**config.mk**
```make
export PLATFORM = sky130hd
export DESIGN_NAME = relu_maxpool
export DESIGN_NICKNAME = d
export VERILOG_FILES = /design/src/rtl/relu_maxpool.sv
export SDC_FILE = /design/constraint.sdc
export NUM_CORES = 1
export LEC_CHECK = 0
export BUFFER_PORTS_ARGS = -buffer_cell sky130_fd_sc_hd__buf_2
export CORE_UTILIZATION = 40
export DETAILED_ROUTE_END_ITERATION = 8
export HOLD_SLACK_MARGIN = 0.12
export PLACE_DENSITY = 0.61
export SLEW_MARGIN = 20
export SYNTH_ARGS = -nofsm -noshare
export SYNTH_HDL_FRONTEND = slang
export SYNTH_SLANG_ARGS = --single-unit
export TNS_END_PERCENT = 5
```
**constraint.sdc**
```tcl
create_clock -name clk -period 3.7 [get_ports clk]
set_clock_uncertainty 0.15 [all_clocks]
set_input_delay 0.74 -clock clk [delete_from_list [all_inputs] [get_ports clk]]
set_output_delay 0.74 -clock clk [all_outputs]
set_load 0.005 [all_outputs]
```
**src/rtl/relu_maxpool.sv**
```systemverilog
// ReLU followed by 2x2 / stride-2 max pooling over a raster-ordered stream of
// convolution results. A half-width line buffer keeps the even-row horizontal
// maxima until the odd row completes each window.
module relu_maxpool #(
  parameter int unsigned WIDTH = 8,
  parameter int unsigned SIGN  = 1,
  parameter int unsigned OUT_W = 24,
  parameter int unsigned OUT_H = 24
) (
  input  logic             clk,
  input  logic             rst_n,
  input  logic [WIDTH-1:0] conv_result,
  input  logic             conv_result_valid,
  output logic [WIDTH-1:0] pool_out,
  output logic             pool_valid,
  output logic             frame_done
);

  localparam int unsigned ColW       = (OUT_W > 1) ? $clog2(OUT_W) : 1;
  localparam int unsigned RowW       = (OUT_H > 1) ? $clog2(OUT_H) : 1;
  localparam int unsigned LbDepthRaw = OUT_W / 2;
  localparam int unsigned LbDepth    = (LbDepthRaw > 0) ? LbDepthRaw : 1;
  localparam int unsigned LbIdxW     = (LbDepth > 1) ? $clog2(LbDepth) : 1;

  localparam logic [ColW-1:0] ColLast   = ColW'(OUT_W - 1);
  localparam logic [RowW-1:0] RowLast   = RowW'(OUT_H - 1);
  // Columns/rows at or beyond these bounds belong to no complete window.
  localparam logic [ColW:0]   ColUseEnd = (ColW + 1)'((OUT_W / 2) * 2);
  localparam logic [RowW:0]   RowUseEnd = (RowW + 1)'((OUT_H / 2) * 2);

  logic [ColW-1:0]   col_q, col_d;
  logic [RowW-1:0]   row_q, row_d;
  logic [WIDTH-1:0]  hreg_q, hreg_d;
  logic [WIDTH-1:0]  pool_out_q, pool_out_d;
  logic              pool_valid_q, pool_valid_d;
  logic              frame_done_q, frame_done_d;
  logic [WIDTH-1:0]  lb_q [LbDepth];

  logic [WIDTH-1:0]  relu_val;
  logic [WIDTH-1:0]  hmax;
  logic [WIDTH-1:0]  lb_rd;
  logic [WIDTH-1:0]  pmax;
  logic [LbIdxW-1:0] lb_idx;
  logic              in_window;
  logic              lb_we;

  // ReLU and the unsigned max operators feeding the pooling registers.
  always_comb begin
    relu_val = conv_result;
    if ((SIGN != 0) && conv_result[WIDTH-1]) begin
      relu_val = '0;
    end
    hmax      = (hreg_q > relu_val) ? hreg_q : relu_val;
    lb_idx    = LbIdxW'(col_q >> 1);
    lb_rd     = lb_q[lb_idx];
    pmax      = (lb_rd > hmax) ? lb_rd : hmax;
    in_window = ({1'b0, col_q} < ColUseEnd) && ({1'b0, row_q} < RowUseEnd);
  end

  // Next-state: raster counters, horizontal max, line buffer write and outputs.
  always_comb begin
    col_d        = col_q;
    row_d        = row_q;
    hreg_d       = hreg_q;
    pool_out_d   = pool_out_q;
    pool_valid_d = 1'b0;
    frame_done_d = 1'b0;
    lb_we        = 1'b0;
    if (conv_result_valid) begin
      if (col_q == ColLast) begin
        col_d = '0;
        if (row_q == RowLast) begin
          row_d        = '0;
          frame_done_d = 1'b1;
        end else begin
          row_d = row_q + RowW'(1);
        end
      end else begin
        col_d = col_q + ColW'(1);
      end
      if (in_window) begin
        if (!col_q[0]) begin
          hreg_d = relu_val;
        end else if (!row_q[0]) begin
          lb_we = 1'b1;
        end else begin
          pool_out_d   = pmax;
          pool_valid_d = 1'b1;
        end
      end
    end
  end

  // Control and output registers.
  always_ff @(posedge clk or negedge rst_n) begin
    if (!rst_n) begin
      col_q        <= '0;
      row_q        <= '0;
      hreg_q       <= '0;
      pool_out_q   <= '0;
      pool_valid_q <= 1'b0;
      frame_done_q <= 1'b0;
    end else begin
      col_q        <= col_d;
      row_q        <= row_d;
      hreg_q       <= hreg_d;
      pool_out_q   <= pool_out_d;
      pool_valid_q <= pool_valid_d;
      frame_done_q <= frame_done_d;
    end
  end

  // Line buffer; every entry is written on the even row before it is read.
  always_ff @(posedge clk) begin
    if (lb_we) begin
      lb_q[lb_idx] <= hmax;
    end
  end

  assign pool_out   = pool_out_q;
  assign pool_valid = pool_valid_q;
  assign frame_done = frame_done_q;

endmodule
```
==> results of run 1 <==
## power groups by stage
stage / logic, uW / registers [uW] / clock network, uW
final: 2260 / 1850 / 949
after global routing: 2520 / 1880 / 1020
after CTS: 2120 / 1850 / 968
after detailed placement: 2110 / 1870 / 0
after global placement: 2060 / 1870 / 0
after floorplan: 1450 / 1760 / 0
## synth_stat cells (2+ instances only)
| library cell | n | area, um2 |
|---|---|---|
| and3_1 | 4 | 25.0 |
| a21oi_2 | 2 | 17.5 |
| buf_4 | 2 | 15.0 |
| nor2b_1 | 10 | 62.6 |
| nand3_1 | 13 | 65.1 |
| o21a_1 | 2 | 15.0 |
| mux4_1 | 2 | 52.6 |
| nand2_1 | 32 | 120 |
| nand4_1 | 9 | 56.3 |
| nor2_1 | 25 | 93.8 |
| inv_1 | 16 | 60.1 |
| o32a_1 | 6 | 60.1 |
| ha_1 | 16 | 200 |
| buf_6 | 2 | 22.5 |
| a31oi_1 | 6 | 37.5 |
| or3_1 | 9 | 56.3 |
| clkbuf_1 | 4 | 15.0 |
| buf_2 | 7 | 35.0 |
| o21ai_1 | 9 | 45.0 |
| dfrtp_1 | 26 | 651 |
| o211ai_1 | 3 | 22.5 |
| xnor2_1 | 3 | 26.3 |
| a21o_1 | 2 | 15.0 |
| mux2i_1 | 7 | 70.1 |
| mux2_2 | 2 | 22.5 |
| o21ai_0 | 8 | 40.0 |
| edfxtp_1 | 84 | 2520 |
| nand2b_1 | 3 | 18.8 |
| mux4_2 | 19 | 428 |
| nor3_1 | 4 | 20.0 |
| a21oi_1 | 5 | 25.0 |
## sequential cells by signal (all words and copies together), names as in the netlist
register,flops
pool_out,7
frame_done,1
lb_q,84
hreg_q,7
col_q,5
pool_valid,1
row_q,5
## layout make-up
| cell class | instances | area [um2] |
|---|---|---|
| clock buffers | 9 | 225 |
| flip-flops and latches | 110 | 3170 |
| fillers | 1052 | 6030 |
| clock inverters | 7 | 71.3 |
| inverters | 16 | 60.1 |
| multi-input cells | 217 | 1860 |
| well taps | 168 | 210 |
| repair buffers | 74 | 527 |
## cells by family after synthesis
group                    count (synthesis)  share of synthesized area
AND/OR/NAND/NOR                        116                      0.114
multiplexers                            30                      0.113
adder cells (fa/ha/maj)                 16                     0.0395
buffers and inverters                   32                     0.0331
flip-flops                             110                      0.626
AO/OA/AOI/OAI                           50                     0.0667
XOR/XNOR                                 4                    0.00691
other                                    1                   0.000740
## timing repair
| action | CTS | global route |
|---|---|---|
| resized for setup | 0 | 26 |
| hold buffers | 0 | 0 |
| endpoints found under the setup margin | 0 | 7 |
| buffers inserted | 0 | 2 |
## worst max-delay path: stages
cell	delay, ns
buf_4	0.16
nor2b_2	0.17
inv_1	0.07
ha_1	0.32
nand4_2	0.16
buf_4	0.20
or3_1	0.34
o221a_2	0.14
o21a_1	0.13
ha_1	0.27
nand4_1	0.09
or2_2	0.30
o21ai_2	0.07
buf_6	0.14
nand4_1	0.09
a31oi_1	0.18
## per-stage QoR
| stage | TNS (ns) | cell area [um2] | power, uW | util | setup WS (ns) |
|---|---|---|---|---|---|
| finish | 0 | 6130 | 5060 | 0.504 | 0.209 |
| global route | 0 | 6130 | 5410 | 0.504 | 0.0112 |
| CTS | 0 | 5980 | 4930 | 0.492 | 0.0212 |
| detailed placement | -2.20 | 5680 | 3990 | 0.467 | -0.334 |
| global placement | -1.63 | 5680 | 3920 | 0.467 | -0.252 |
| floorplan | 0 | 5070 | 3210 | - | 0.0465 |
## path summary, 6_finish.rpt
| path | startpoint | endpoint | slack (ns) | cells after the start |
|---|---|---|---|---|
| worst max-delay path | conv_result[7] | pool_out[2] | 0.21 | 16 |
| worst min-delay path | rst_n | hreg_q[6] | 0.23 | 1 |
| worst max register to register | hreg_q[1] | pool_out[2] | 0.49 | 15 |
| worst min register to register | row_q[2] | row_q[2] | 0.36 | 1 |
| max in group asynchronous | rst_n | pool_out[2] | 2.76 | 1 |
| min in group clk | row_q[2] | row_q[2] | 0.36 | 1 |
## routing by layer
layer  global-route usage  vias to the layer above
met1                0.248                     1582
met2                0.281                       52
met4               0.0571                        0
met3               0.0429                       18
met5                    0                        -
li1                     -                     1505
==> results.cfg, run 1 <==
[yosys]
yosys_warnings = 0
avgSynthCellArea_um2 = 14.1
yosysSeqAreaShare = 0.626
synthArstFlopShare = 0.236
synth_cells = 359
ys.flop_type = edfxtp_1
ys_ff_latch = 110
synth_area_um2 = 5070
synth-edff-count = 84
yosysUniqueCellTypes = 48
synth_nets = 386

[clock_network]
numCtsBuffers = 9
cts_root_buf = clkbuf_16
cts_tree = built
clk_latency_ns = 0.35
cts_buffer_depth = 2
htreeDepth = 3
path_clk_slew_ns = 0.08
cts_sinks = 110

[power]
power_frac_seq = 0.365
switching_share = 0.366
p_leak_uw = 0.00233
switchingPower_uw = 1850
irDropWorstVdd_mv = 0.326
p_int_uw = 3210
p_per_area_nw_per_um2 = 825
p_comb_frac = 0.448
pwr-share-clk = 0.188

[grt]
grt_pass1_vias = 3204
grt_pass1_wl_um = 17100
grt_overflow = 0
grt_usage = 0.180
grt_max_degree = 27
antenna_found_initial = 0

[route]
ant_nets = 0
wl_per_cell_um = 17.5
drc = 0
m1WireLength_um = 4850
dr_wl_met3_um = 408
wl_met2_um = 5060
viasPerCell = 5.25
dr.max_layer_used = met4
vias = 3157
dr.first_iter.drc_count = 194
drt-total-wl_um = 10500
drtPass1Iterations = 4

[timing]
whs_ns = 0.230
finalSetupViolations = 0
period_share = 0.944
slew_headroom = 0.493
rsz0062_at_grt = false
min_period_ns = 3.49
max_freq_mhz = 286
tightestPinTransition_ns = 0.760
hold_viol = 0
drv_slew = 0

[final_layout]
final_common_cell = edfxtp_1
area_delta_synth_final_pct = 21.0
fin_cells = 601
final_cell_mix = edfxtp_1 (84), buf_4 (54), nand2_1 (32), dfrtp_1 (26), nor2_1 (25)
nets = 455
drive_gt1_frac = 0.326
diodes = 0

[critical_path]
crit_path_start_kind = primary input
worst_ep_arrival_time_ns = 3.61
worst_ep_required_time_ns = 3.81
critPathCaptureType = flip-flop
crit_type = in2reg
crit_fanout = 8

[placement]
dp.cells = 583
dp_hpwl_um = 7330
gp_congestion = 0.764
place.port_buffers = 19

[job]
cap_violations = 0

[floorplan]
start_util = 0.417
core_um2 = 12200
die_x_um = 115
dieArea_um2 = 13100
num_io_pins = 21
rows = 40
fp.dieH_um = 115

[worst_hold_path]
hp-class = in2async

[outcome]
outcome = finished, final reports clean
No activity file was read; power rests on OpenSTA's default activity.
==> run 2: changes to the inputs <==
--- a/config.mk
+++ b/config.mk
@@ -6,10 +6,10 @@
 export NUM_CORES = 1
 export LEC_CHECK = 0
 export BUFFER_PORTS_ARGS = -buffer_cell sky130_fd_sc_hd__buf_2
-export CORE_UTILIZATION = 40
+export CORE_UTILIZATION = 39
 export DETAILED_ROUTE_END_ITERATION = 8
 export HOLD_SLACK_MARGIN = 0.12
-export PLACE_DENSITY = 0.61
+export PLACE_DENSITY = 0.6
 export SLEW_MARGIN = 20
 export SYNTH_ARGS = -nofsm -noshare
 export SYNTH_HDL_FRONTEND = slang
==> run 2 against run 1 <==
  * Register-to-register slack worse by 0.05 ns
  * Utilization fell by 2.6 points
  * Die area up 2.5%
  * Worst hold slack improved by 0.010 ns
  * Largest power group unchanged
==> results.cfg, run 2 (synthesized netlist as in run 1, its figures left out) <==
[power]
irDropWorstVdd_mv = 0.366
p_per_area_nw_per_um2 = 834
p_leak_uw = 0.00230

[route]
drt-total-wl_um = 10200
vias = 3116
ant_nets = 0
drc = 0
dr.first_iter.drc_count = 233
drtPass1Iterations = 4
wl_per_cell_um = 17.0
viasPerCell = 5.18

[critical_path]
worst_ep_required_time_ns = 3.83
crit_slowest_cell = or3_1
crit_chain = buf_2 > nor2b_1 > inv_1 > ha_1 > nand3_1 > buf_4 > or3_1 > o221a_2 > o21a_1 > ha_1 > nand4_1 > or2_2 > o21ai_2 > buf_4 > nand4_1 > a31oi_1
max_stage_delay_ns = 0.36
crit_fanout = 13
r2r-end = pool_out[1]
critPathCaptureType = flip-flop
crit_path_start_kind = primary input
r2r_start = col_q[1]
crit_type = in2reg
worstRegToRegCells = 11
worst_ep_arrival_time_ns = 3.68
ff2ff_setup_slack_ns = 0.44

[grt]
grt_pass1_wl_um = 17000
grt_overflow = 0
grt_usage = 0.173
grt_max_degree = 27
grt_pass1_vias = 3134
antenna_found_initial = 0

[placement]
dpl_cell_area_um2 = 5650
dp.cells = 582
gp_congestion = 0.833
dp_hpwl_um = 7340
place_ws_ns = -0.236
place.port_buffers = 19

[timing]
setup_tns_ns = 0
finalSetupViolations = 0
max_freq_mhz = 282
min_period_ns = 3.55
slew_headroom = 0.503
hold_viol = 0
setup_ws_ns = 0.151
period_share = 0.959
drv_slew = 0
tightestPinTransition_ns = 0.745

[floorplan]
rows = 41
die_x_um = 116
dieArea_um2 = 13500
fp.dieH_um = 116
num_io_pins = 21
start_util = 0.402
core_um2 = 12600

[final_layout]
diodes = 0
largest_reg_flops = 84
area_delta_synth_final_pct = 19.0
drive_gt1_frac = 0.294
regMostFlops = lb_q
nets = 451
fin_cells = 601
finalInstanceArea_um2 = 6030
final_cell_mix = edfxtp_1 (84), buf_4 (50), nand2_1 (32), dfrtp_1 (26), nor2_1 (25)
final_common_cell = edfxtp_1

[outcome]
outcome = finished, final reports clean

[job]
cap_violations = 0

[clock_network]
numCtsBuffers = 9
cts_hold_buf = 0
cts_tree = built
cts_buffer_depth = 2
path_clk_slew_ns = 0.07
htreeDepth = 3
cts_root_buf = clkbuf_16
cts_sinks = 110
clk_latency_ns = 0.36

[worst_hold_path]
hp-class = in2async
## run 2: cell count changes in the layout (fill, tap and decap cells not counted), moves of 2 or more
cell     before  now
ha_1         12   16
or3_4         2    0
nor2b_2       6    3
or3_1         7    9
buf_4        54   50
nor2b_1       3    7
ha_4          4    0
## run 2: what timing repair did
| action | CTS | global route |
|---|---|---|
| gates resized for setup | 0 | 11 |
| setup endpoints to repair | 0 | 7 |
| buffers inserted | 0 | 3 |
## run 2: how the worst max path moves through the flow
stage	from	to	cells past startpoint
2_1_floorplan	conv_result[1]	pool_out[1]	15
6_report	conv_result[7]	pool_out[1]	16
5_1_grt	conv_result[7]	pool_out[1]	16
4_1_cts	conv_result[7]	pool_out[5]	17
3_3_place_gp	conv_result[7]	pool_out[4]	16
3_5_place_dp	conv_result[7]	pool_out[5]	17
## run 2: worst max-delay path, delay by kind of cell
kind,cells,cell delay (ns)
AND/OR/NAND/NOR,6,1.18
buffers and inverters,4,0.61
AO/OA/AOI/OAI,4,0.51
adder cells (fa/ha/maj),2,0.62
## run 2: power breakdown
group          total, uW  switching [uW]  internal, uW
combinational       2190            1190          1010
sequential          1830             163          1670
clock               1010             468           541
total               5030            1820          3220
## run 2: stage by stage
step	hold slack, ns	util	power, uW
finish	0.240	0.478	5030
global route	0.276	0.478	5400
CTS	0.255	0.473	4940
detailed placement	0.357	0.448	3920
global placement	0.335	0.448	3870
floorplan	0.294	-	3210
## run 2: area by class of cell
cell class / count / area, um2
sequential: 110 / 3170
fill: 1130 / 6590
inverter: 16 / 60.1
clock buffer: 9 / 225
multi-input combinational: 217 / 1780
tap: 172 / 215
timing repair buffer: 70 / 490
clock inverter: 7 / 88.8
## run 2: routing by layer
layer | up-vias | track usage | routed length (um)
li1 | 1497 | - | -
met2 | 59 | 0.269 | 4830
met3 | 14 | 0.0392 | 433
met4 | 0 | 0.0675 | 190
met5 | - | 0 | 0
met1 | 1546 | 0.237 | 4790
